===== src/rtl/conv_pkg.sv =====
// Shared constants and types for the 3x3 convolution window feeder.
package conv_pkg;

  localparam int DATA_W = 4;
  localparam int TAPS   = 9;

  typedef logic signed [DATA_W-1:0] data_t;
  typedef logic [3:0]               elem_t;

  localparam elem_t FRAME_LAST = elem_t'(TAPS - 1);

endpackage


===== src/rtl/conv_patch_bank.sv =====
// One 9-entry patch register bank: pixels append at the current count,
// clear empties it, and any entry can be read by index.
module conv_patch_bank #(
  parameter int DATA_W = conv_pkg::DATA_W,
  parameter int TAPS   = conv_pkg::TAPS
) (
  input  logic                clk,
  input  logic                rstb,
  input  logic                clr,
  input  logic                we,
  input  logic [DATA_W-1:0]   wdata,
  input  conv_pkg::elem_t     rd_idx,
  output logic [DATA_W-1:0]   rd_data,
  output conv_pkg::elem_t     count
);

  localparam conv_pkg::elem_t FULL_CNT = conv_pkg::elem_t'(TAPS);

  logic [DATA_W-1:0] mem_r [TAPS];
  conv_pkg::elem_t   count_r;

  // Fill count; clear takes priority over an append
  always_ff @(posedge clk) begin
    if (rstb) begin
      count_r <= 4'd0;
    end else if (clr) begin
      count_r <= 4'd0;
    end else if (we && (count_r < FULL_CNT)) begin
      count_r <= count_r + 4'd1;
    end else begin
      count_r <= count_r;
    end
  end

  // Pixel storage; contents are only consumed behind a full count, so no reset
  always_ff @(posedge clk) begin
    if (we && !clr && (count_r < FULL_CNT)) begin
      mem_r[count_r] <= wdata;
    end
  end

  // Read port
  always_comb begin
    if (rd_idx < FULL_CNT) begin
      rd_data = mem_r[rd_idx];
    end else begin
      rd_data = {DATA_W{1'b0}};
    end
  end

  assign count = count_r;

endmodule


===== src/rtl/conv_window_feeder.sv =====
// Feeds the 3x3 MAC one (pixel, weight) pair per clock in fixed 9-cycle
// frames, using ping-pong patch banks and commit-at-boundary weights.
module conv_window_feeder #(
  parameter int DATA_W = conv_pkg::DATA_W,
  parameter int TAPS   = conv_pkg::TAPS
) (
  input  logic              clk,
  input  logic              rstb,
  input  logic              pix_valid,
  output logic              pix_ready,
  input  logic [DATA_W-1:0] pix_data,
  input  logic              w_we,
  input  logic [3:0]        w_addr,
  input  logic [DATA_W-1:0] w_data,
  input  logic              w_commit,
  output logic [DATA_W-1:0] IN,
  output logic [DATA_W-1:0] W,
  output logic              frame_start,
  output logic              frame_valid
);

  localparam conv_pkg::elem_t FULL_CNT = conv_pkg::elem_t'(TAPS);

  conv_pkg::elem_t   elem_r;
  logic              sel_r;
  logic              commit_pend_r;
  logic [DATA_W-1:0] staging_r     [TAPS];
  logic [DATA_W-1:0] active_r      [TAPS];
  logic [DATA_W-1:0] staging_nxt_s [TAPS];

  conv_pkg::elem_t   cnt0_s, cnt1_s, fill_cnt_s, drain_cnt_s;
  logic [DATA_W-1:0] rd0_s, rd1_s, drain_rd_s;
  logic              accept_s, boundary_s, swap_s, apply_s, drain_full_s;

  // sel_r = 0: bank0 fills while bank1 drains
  assign fill_cnt_s   = sel_r ? cnt1_s : cnt0_s;
  assign drain_cnt_s  = sel_r ? cnt0_s : cnt1_s;
  assign drain_rd_s   = sel_r ? rd0_s  : rd1_s;
  assign pix_ready    = (fill_cnt_s < FULL_CNT);
  assign accept_s     = pix_valid && pix_ready;
  assign boundary_s   = (elem_r == conv_pkg::FRAME_LAST);
  assign swap_s       = (fill_cnt_s == FULL_CNT) ||
                        (accept_s && (fill_cnt_s == (FULL_CNT - 4'd1)));
  assign apply_s      = boundary_s && (commit_pend_r || w_commit);
  assign drain_full_s = (drain_cnt_s == FULL_CNT);

  // The drain bank is released at every boundary, swapped or not
  conv_patch_bank #(.DATA_W(DATA_W), .TAPS(TAPS)) u_bank0 (
    .clk     (clk),
    .rstb    (rstb),
    .clr     (boundary_s && sel_r),
    .we      (accept_s && !sel_r),
    .wdata   (pix_data),
    .rd_idx  (elem_r),
    .rd_data (rd0_s),
    .count   (cnt0_s)
  );

  conv_patch_bank #(.DATA_W(DATA_W), .TAPS(TAPS)) u_bank1 (
    .clk     (clk),
    .rstb    (rstb),
    .clr     (boundary_s && !sel_r),
    .we      (accept_s && sel_r),
    .wdata   (pix_data),
    .rd_idx  (elem_r),
    .rd_data (rd1_s),
    .count   (cnt1_s)
  );

  // Staging next-state; out-of-range addresses match no entry
  always_comb begin
    for (int i = 0; i < TAPS; i++) begin
      staging_nxt_s[i] = (w_we && (w_addr == 4'(i))) ? w_data : staging_r[i];
    end
  end

  // Element counter, bank select and commit bookkeeping
  always_ff @(posedge clk) begin
    if (rstb) begin
      elem_r        <= 4'd0;
      sel_r         <= 1'b0;
      commit_pend_r <= 1'b0;
    end else begin
      elem_r <= boundary_s ? 4'd0 : elem_r + 4'd1;
      if (boundary_s && swap_s) begin
        sel_r <= ~sel_r;
      end
      if (apply_s) begin
        commit_pend_r <= 1'b0;
      end else if (w_commit) begin
        commit_pend_r <= 1'b1;
      end
    end
  end

  // Weight registers; active only changes on a frame boundary
  always_ff @(posedge clk) begin
    if (rstb) begin
      for (int i = 0; i < TAPS; i++) begin
        staging_r[i] <= {DATA_W{1'b0}};
        active_r[i]  <= {DATA_W{1'b0}};
      end
    end else begin
      for (int i = 0; i < TAPS; i++) begin
        staging_r[i] <= staging_nxt_s[i];
        if (apply_s) begin
          active_r[i] <= staging_nxt_s[i];
        end
      end
    end
  end

  // Output decode from registered state only
  always_comb begin
    if (drain_full_s) begin
      IN = drain_rd_s;
      W  = active_r[elem_r];
    end else begin
      IN = {DATA_W{1'b0}};
      W  = {DATA_W{1'b0}};
    end
  end

  assign frame_start = (elem_r == 4'd0);
  assign frame_valid = drain_full_s;

endmodule


===== config.mk =====
export PLATFORM = sky130hd
export DESIGN_NAME = conv_window_feeder
export DESIGN_NICKNAME = d
export VERILOG_FILES = /design/src/rtl/conv_pkg.sv /design/src/rtl/conv_patch_bank.sv /design/src/rtl/conv_window_feeder.sv
export SDC_FILE = /design/constraint.sdc
export NUM_CORES = 1
export LEC_CHECK = 0
export CAP_MARGIN = 20
export CORE_MARGIN = 5
export CORE_UTILIZATION = 49
export CTS_BUF_LIST = sky130_fd_sc_hd__clkbuf_2 sky130_fd_sc_hd__clkbuf_4 sky130_fd_sc_hd__clkbuf_8
export CTS_CLUSTER_SIZE = 24
export DETAILED_ROUTE_END_ITERATION = 8
export GPL_ROUTABILITY_DRIVEN = 0
export GPL_TIMING_DRIVEN = 0
export PLACE_DENSITY = 0.67
export SLEW_MARGIN = 20
export SYNTH_ARGS = -nofsm -noshare
export SYNTH_HDL_FRONTEND = slang
export SYNTH_SLANG_ARGS = --single-unit

===== constraint.sdc =====
create_clock -name clk -period 3.5 [get_ports clk]
set_input_delay 0.525 -clock clk [delete_from_list [all_inputs] [get_ports clk]]
set_output_delay 0.525 -clock clk [all_outputs]
set_load 0.02 [all_outputs]

=== After elaboration in Yosys (flattened, before gate mapping) ===
Memory sizes are Yosys's and may differ from the RTL's. A register that Yosys moved wholly into a read port is not among the register bits.
Index checks and enable logic that the tools add are counted.

* Div/mod/pow operators: 0
* $lt $le $gt $ge: 4
* Reduce and logical (&&, ||, !) cells: 34
* Equal/unequal tests: 12
* Mux-type cells: 47
* Multipliers: 0
* Bitwise gates (word level): 19
* $add $sub $neg: 3
* Shifts and indexed selects: 0

{| class="wikitable"
|+ Operators with widths
! cell !! number
|-
| $mux W4 || 37
|-
| $logic_and A1 B1 Y1 || 23
|-
| $eq A4 B4 Y1 const B || 5
|-
| $or A1 B1 Y1 || 18
|-
| $eq A4 B3 Y1 const B || 4
|-
| $lt A4 B4 Y1 const B || 4
|-
| $add A4 B1 Y4 const B || 3
|-
| $mux W1 || 10
|-
| $eq A4 B2 Y1 const B || 2
|-
| $logic_not A4 Y1 || 2
|-
| $reduce_or A2 Y1 || 4
|-
| $eq A4 B1 Y1 const B || 1
|-
| $logic_not A1 Y1 || 3
|-
| $logic_or A1 B1 Y1 || 2
|-
| $not A1 Y1 || 1
|}

* Output and inout bits: 11
* Bits in read-only memories: 0
* Latch bits: 0
* Memory bits (writable): 144
* Logic and storage cells: 128
* Memories: 4
* Input port bits: 17
* Bits in registers: 14

{| class="wikitable"
|+ Memory list
! memory !! depth !! bits a word !! rd ports !! clocked after Yosys merged registers in !! write ports !! RTL line !! text
|-
| active_r || 9 || 4 || 1 || 1 || 9 || conv_window_feeder.sv:28 || <nowiki>logic [DATA_W-1:0] active_r [TAPS];</nowiki>
|-
| staging_r || 9 || 4 || 9 || 0 || 9 || conv_window_feeder.sv:27 || <nowiki>logic [DATA_W-1:0] staging_r [TAPS];</nowiki>
|-
| u_bank0.mem_r || 9 || 4 || 1 || 1 || 1 || conv_patch_bank.sv:19 || <nowiki>logic [DATA_W-1:0] mem_r [TAPS];</nowiki>
|-
| u_bank1.mem_r || 9 || 4 || 1 || 1 || 1 || conv_patch_bank.sv:19 ||
|}

=== Logic depth before layout (Yosys ltp) ===
* Depth after elaboration: 8
* Gate-level depth with buffers: 11
* Mapped depth without buffers: 6

=== Cells and area by module ===
A second synthesis with hierarchy kept.

* Cell total of the unflattened synthesis: 519
* Area total of the unflattened synthesis: 6831.6 um^2

{| class="wikitable"
|+ Modules (own cells, without submodules)
! module !! instances !! cells an instance !! seq. area each (um^2) !! area each (um^2)
|-
| conv_patch_bank || 2 || 114 || 1161.1 || 1729.2
|-
| conv_window_feeder || 1 || 291 || 1921.8 || 3373.2
|}

=== Least setup slack after synthesis ===
No wires, ideal clock.

* Path type: register to register
* From: register elem_r[0]
* To: memory active_r[0][0] (enable)
* Path slack: 0.928 ns
* Period minus slack after synthesis: 2.572 ns
* Arrival: 2.063 ns
* Library setup time: 0.509 ns
* Cell stages (with the launch flop): 9
* Buffers on the path: 3
* Required time: 2.991 ns
* Path through: dfxtp_1 -> buf_6 -> buf_6 -> buf_4 -> inv_1 -> ha_1 -> and3b_1 -> o21ai_2 -> nand2b_1

{| class="wikitable"
|+ RTL lines
! item !! RTL line !! text
|-
| from (decl) || conv_window_feeder.sv:24 || <nowiki>conv_pkg::elem_t elem_r;</nowiki>
|-
| from (signal assigned) || conv_window_feeder.sv:84 || <nowiki>elem_r <= boundary_s ? 4'd0 : elem_r + 4'd1;</nowiki>
|-
| to (decl) || conv_window_feeder.sv:28 ||
|}

==> results.md <==
- Root Buffer: clkbuf_8
- PD cells: roughly 490 mW/mm^2
- Register area share after synthesis: 0.624
- Drt first pass iters: 5
- Synth Area in Compound Gates: 0.0333
- CP Max Fanout: 10
- Final nets: 569
- Met2 wire len: 6.55 mm
- Total die area: between 0.015 and 0.02 mm^2
- Startpoint types: register
- Die height: 128 um
- Largest net degree at the start of global routing: 20
- Critical path arrival: 2.84 ns
- DP HPWL: 9.69 mm
- Max Freq: 0.298 GHz
- Tmin final: about 3.4 ns
- Drt initial violations: 221
- Synth top area cells: edfxtp_1 48%, dfxtp_1 15%, mux2i_1 8.8%
- Terminus of the critical flop-to-flop path: active_r[3][1]$_SDFFCE_PN0P_
- Final WL: 13.0 mm
- Number of global-route vias before repair: 4,051
- Finished Cell Area: 0.00771 mm^2
- Initial Util: 0.494
- Crit path kind: register to output pin
- Wire per inst: about 18 um
- Worst reg2reg path depth: 11
- Ys async rst share: 0
- First-pass GRT wire length: 21.3 mm
- Hold Violations, Final: 0
- Flops & latches, synth: between 150 and 200
- Initial antenna violation count: 0
- H-tree depth: 4
- Slew @ Worst Pin: around 0.7 ns
- Clock skew: between 0.006 and 0.007 ns
- Post-route ant nets: 0
- Clock Latency Late Sink: 0.44 ns
- Share of cells above drive strength 1: 0.116
- Synth unique cells: 54
- Pleak: 2.87 nW
- Fin crit share: 0.960
- Placement Rows: 43
- Post-synth net total: roughly 530
- Via density: 5.35
- CTS Sinks: 158
- Met3 WL: about 470 um
- RSZ-0062 raised after global routing: false
- DR vias: 3,929
- Total negative slack: 0 ns
- Max-slew headroom: 0.531
- Mapped Area: 0.00681 mm^2
- Area Overhead vs Synth: 13.2%
- M1 WL: 5.57 mm
- Clk slew on worst S/H paths: around 0.070 ns
- Port Buffers: 20
- Simple-gate share of the synthesized area: 0.127
- GRT overflow: 0
- Post-synthesis adder-cell area fraction: 0.0202
- Required time of the critical path: 2.97 ns
- Ys Warns: 0
- Syn Inst Count: 501
- Status: complete, no violations
- Die W: 128 um
- Primary FF master, synth: edfxtp_1
- Drt drc: 0
- GRT Total Usage: 0.172
- Clk buf depth: 2
- Ports: 28
- Reg-to-Reg Start: elem_r[0]$_SDFF_PP0_
- Max-slew violation total from the final report: 0
- Final Setup Violations: 0
- Cell taking the most area after synthesis: edfxtp_1
- XOR/XNOR Fraction of Synth Area: 0.00386
- Num CTS Buffers: 17
- Post-Place Cell Area: 0.00726 mm^2
- Syn_area_per_cell: 13.6 um^2
- Mux cell area share after synthesis: 0.162
- Worst Hold Path Cells: 2
- Antenna diode count: 0
- DR top layer: met4
- Post-synth EDFFs: roughly 110
- R2R setup slack: 0.87 ns
- Worst vdd ir: 0.000252 V
- Core ar.: roughly 0.014 mm^2
- Max-cap viol count: 0
- # Post-CTS Setup Buffers: 0
- Top-count cell post-synth: edfxtp_1
- Crit path capture: W[1]
- CP Launch Point: elem_r[0]$_SDFF_PP0_
- Combinational family with the most area after synthesis: multiplexers
- Synth top cells by count: 108 x edfxtp_1, 91 x nor2_1, 60 x mux2i_1
- Setup crit end kind: output pin
- CTS tree: yes
- Top-area cell type share of the netlist area: 0.476
- HP Class: register to register
==> worst max-delay path: stages (launching register included) <==
cell	delay, ns
dfxtp_1	0.35
buf_6	0.18
buf_12	0.15
mux4_1	0.61
mux2_2	0.29
mux2i_1	0.13
nor2_1	0.08
clkdlybuf4s50_1	0.58
==> report_power, final <==
group / switching [mW] / total, mW / internal [mW]
combinational: 0.154 / 0.273 / 0.120
clock: 0.625 / 1.45 / 0.822
sequential: 0.0184 / 2.04 / 2.03
total: 0.797 / 3.76 / 2.97
==> per-layer routing <==
| layer | vias to the layer above | global-route usage |
|---|---|---|
| li1 | 1914 | - |
| met4 | 0 | 0.0774 |
| met5 | - | 0 |
| met1 | 1900 | 0.209 |
| met2 | 85 | 0.290 |
| met3 | 30 | 0.0429 |
==> placed cells by master, fill, tap and decap left out, drive strengths merged, types with 7 or more instances in the layout <==
master,Yosys,final
and2,17,17
mux4,17,17
nor3,8,8
nor3b,7,7
nor2,91,91
dfxtp,50,50
buf,12,13
mux2i,60,60
clkdlybuf4s50,0,15
ha,11,11
nand2,24,24
edfxtp,108,108
inv,10,11
a21oi,10,10
clkbuf,15,36
==> through the flow <==
stage | worst slack, ns | total power, mW | hold WS [ns] | cells | utilization
floorplan | 0.928 | 2.27 | 0.456 | 501 | -
global placement | 0.447 | 2.35 | 0.473 | 701 | 0.525
detailed placement | 0.495 | 2.36 | 0.485 | 702 | 0.527
CTS | 0.0819 | 3.79 | 0.505 | 734 | 0.559
global route | 0.00279 | 3.91 | 0.520 | 734 | 0.560
finish | 0.139 | 3.76 | 0.499 | 734 | 0.560
==> timing repair <==
action	in CTS	in global routing
gates resized for setup	1	4
gates cloned	0	0
endpoints found under the setup margin	1	4
hold buffers	0	0
==> final cells by class <==
cell class / count / area [um^2]
Buffer: 27 / 168
Clock buffer: 21 / 274
Clock inverter: 11 / 163
Fill cell: 1180 / 6070
Inverter: 11 / 41.3
Multi-Input combinational cell: 305 / 2360
Sequential cell: 158 / 4240
Tap cell: 180 / 225
Timing Repair Buffer: 21 / 236
==> flip-flops by register name (all words and copies together), names as in the netlist <==
name / cells
u_bank0.count: 4
elem_r: 4
commit_pend_r: 1
u_bank1.mem_r: 36
active_r: 36
u_bank0.mem_r: 36
staging_r: 36
sel_r: 1
u_bank1.count: 4
==> cells by family (layout without fill, tap and decap cells) <==
kind of cell	Yosys count	count (layout)
adders and majority gates	11	11
muxes	83	83
DFF	158	158
buffers and inverters	38	91
xor gates and xnor gates	3	3
AOI/OAI and AO/OA	30	30
and+or+nand+nor	178	178
==> worst min path at each step <==
stage	startpoint	to
2_1_floorplan	staging_r[0][12]$_SDFF_PP0_	staging_r[0][12]$_SDFF_PP0_
3_3_place_gp	staging_r[0][23]$_SDFF_PP0_	staging_r[0][23]$_SDFF_PP0_
3_5_place_dp	staging_r[0][2]$_SDFF_PP0_	staging_r[0][2]$_SDFF_PP0_
4_1_cts	commit_pend_r$_SDFFE_PP0P_	commit_pend_r$_SDFFE_PP0P_
5_1_grt	commit_pend_r$_SDFFE_PP0P_	commit_pend_r$_SDFFE_PP0P_
6_report	staging_r[0][1]$_SDFF_PP0_	staging_r[0][1]$_SDFF_PP0_
Note: power is estimated with default switching activity, not from simulation.
==> edit (same settings) <==
Make the reset (`rstb`) asynchronous in 3 clocked blocks.
--- a/src/rtl/conv_patch_bank.sv
+++ b/src/rtl/conv_patch_bank.sv
@@ -20,7 +20,7 @@
   conv_pkg::elem_t   count_r;
 
   // Fill count; clear takes priority over an append
-  always_ff @(posedge clk) begin
+  always_ff @(posedge clk or posedge rstb) begin
     if (rstb) begin
       count_r <= 4'd0;
     end else if (clr) begin
--- a/src/rtl/conv_window_feeder.sv
+++ b/src/rtl/conv_window_feeder.sv
@@ -75,7 +75,7 @@
   end
 
   // Element counter, bank select and commit bookkeeping
-  always_ff @(posedge clk) begin
+  always_ff @(posedge clk or posedge rstb) begin
     if (rstb) begin
       elem_r        <= 4'd0;
       sel_r         <= 1'b0;
@@ -94,7 +94,7 @@
   end
 
   // Weight registers; active only changes on a frame boundary
-  always_ff @(posedge clk) begin
+  always_ff @(posedge clk or posedge rstb) begin
     if (rstb) begin
       for (int i = 0; i < TAPS; i++) begin
         staging_r[i] <= {DATA_W{1'b0}};
Function: differs if rstb is asserted again (counterexample within 4 cycles, from zero or initial values and one cycle with rstb high); with rstb held inactive, the same outputs for 10 cycles.
==> edit against the original RTL <==
Die area up 1.5%. Design area up 1.6%. Synthesized area up 1.7%. Utilization up 0.45 points. Final cell count down 6.9%. Worst setup slack better by 0.026 ns. Routed wire length up 6.5%. Sequential cell count unchanged. Critical endpoint is now IN[3].
Power is not compared: it rests on default switching activity, and its combinational part moved more than twofold at a synthesized area within 25%.
==> edit: results (changes against the original RTL) <==
finish:
  antenna_cells: 0  # unchanged
  clkCellAreaFrac: 0.0435  # -0.0132
  stdcell_count: 683  # -6.9%
  drive_gt1_frac: 0.266  # +0.151
  utilization: 0.564  # +0.00450
  clkbuf_count: 21  # unchanged
  multi_input_area_share: 0.317  # +0.0112
  buffers: 47  # -2.1%
  n_fill_cell: 1139  # -3.5%
  nNetsFinal: 517  # -9.1%
  seq_share: 0.551  # about the same
  multi_input_gates: 255  # -16%
  buffer_area_frac: 0.0540  # +0.00158
cts:
  clkLatencyLatePin_ns: 0.44  # about the same
  clock_path_buffers: 2  # unchanged
  hold_buffers: 0  # unchanged
  post_cts_buffers: 0  # unchanged
grt:
  grtUsageTotal: 0.177  # +0.00522
  grt_pass1_vias: 3924  # -3.1%
  grt_pass1_wl_um: 22000  # +3.3%
  grt_max_degree: 58  # +190%
placement:
  io_buffers: 27  # +35%
  place_ws_ns: 0.120  # -0.375 ns
  placed_area_um2: 7450  # +2.6%
  dp_hpwl_um: 9630  # -0.64%
  post-place-cells: 651  # -7.3%
worst_setup_path:
  crit_family: "buffers and inverters"
  slowest_delay_ns: 0.55  # -0.06 ns
  ff2ff_path_depth: 8  # -3
  crit_arrival_ns: 2.81  # -0.03 ns
  reg2reg_slack_ns: 1.06  # +0.19 ns
  rr_startpoint: "elem_r[1]"
  crit_start: "elem_r[0]"
  setup.worst_path.end: "IN[3]"
  worst_path_max_delay_cell: "clkdlybuf4s50_1"
  worstReg2RegEnd: "active_r[27]"
  crit_path_max_fanout: 10  # unchanged
sta:
  period_share: 0.953  # -0.00744
  whs_ns: 0.435  # -0.0639 ns
  fin_worst_skew_ns: 0.0111  # +0.00434 ns
  slew_headroom: 0.375  # -0.156
outcome:
  outcome: "complete, no violations"
logic_synthesis:
  yosys-top-cells-area: "edfxtp_1, dfrtp_1, mux4_2"
  ys.flop_type: "dfrtp_1"
  synth_nets: 470  # -11%
  avgSynthCellArea_um2: 15.6  # +15%
  yosysUniqueCellTypes: 53  # -1.9%
  yosysSeqAreaShare: 0.623  # about the same
  synthArstFlopShare: 0.544  # +0.544
  synth_common_cells: "dfrtp_1, edfxtp_1, mux2_2"
  synth_edf_count: 72  # -33%
floorplan:
  row_count: 43  # unchanged
routing:
  avgRoutedWirePerCell_um: 20.2  # +14%
  firstDrtPassIters: 4  # -1
  first_iter_violations: 204  # -7.7%
  vias: 3815  # -2.9%
power:
  pg_comb_uw: 883
  internal-power_mw: 3.23
hold_path:
  hp-class: "input port to async pin"
==> edit: kinds of logic (layout without fill, tap and decap cells) <==
logic type               Yosys count  in the layout  synth area share
flip-flops                       158            158             0.623
AND/OR/NAND/NOR                   94             94            0.0763
multiplexers                     104            104             0.204
buffers and inverters             30             90            0.0224
XOR/XNOR                           3              3           0.00380
AO/OA/AOI/OAI                     44             44            0.0523
adder cells (fa/ha/maj)           10             10            0.0181
==> edit: layer usage <==
| layer | up-vias | wire [µm] | share of wire | global-route usage |
|---|---|---|---|---|
| met4 | 0 | 121 | 0.0088 | 0.0420 |
| met1 | 1960 | 6060 | 0.44 | 0.233 |
| met2 | 75 | 7090 | 0.51 | 0.296 |
| li1 | 1771 | - | - | - |
| met5 | - | 0 | 0 | 0 |
| met3 | 9 | 542 | 0.039 | 0.0482 |
==> edit: timing repair <==
item	CTS	global route
pin swaps	0	0
endpoints found under the setup margin	6	5
gates resized for setup	7	6
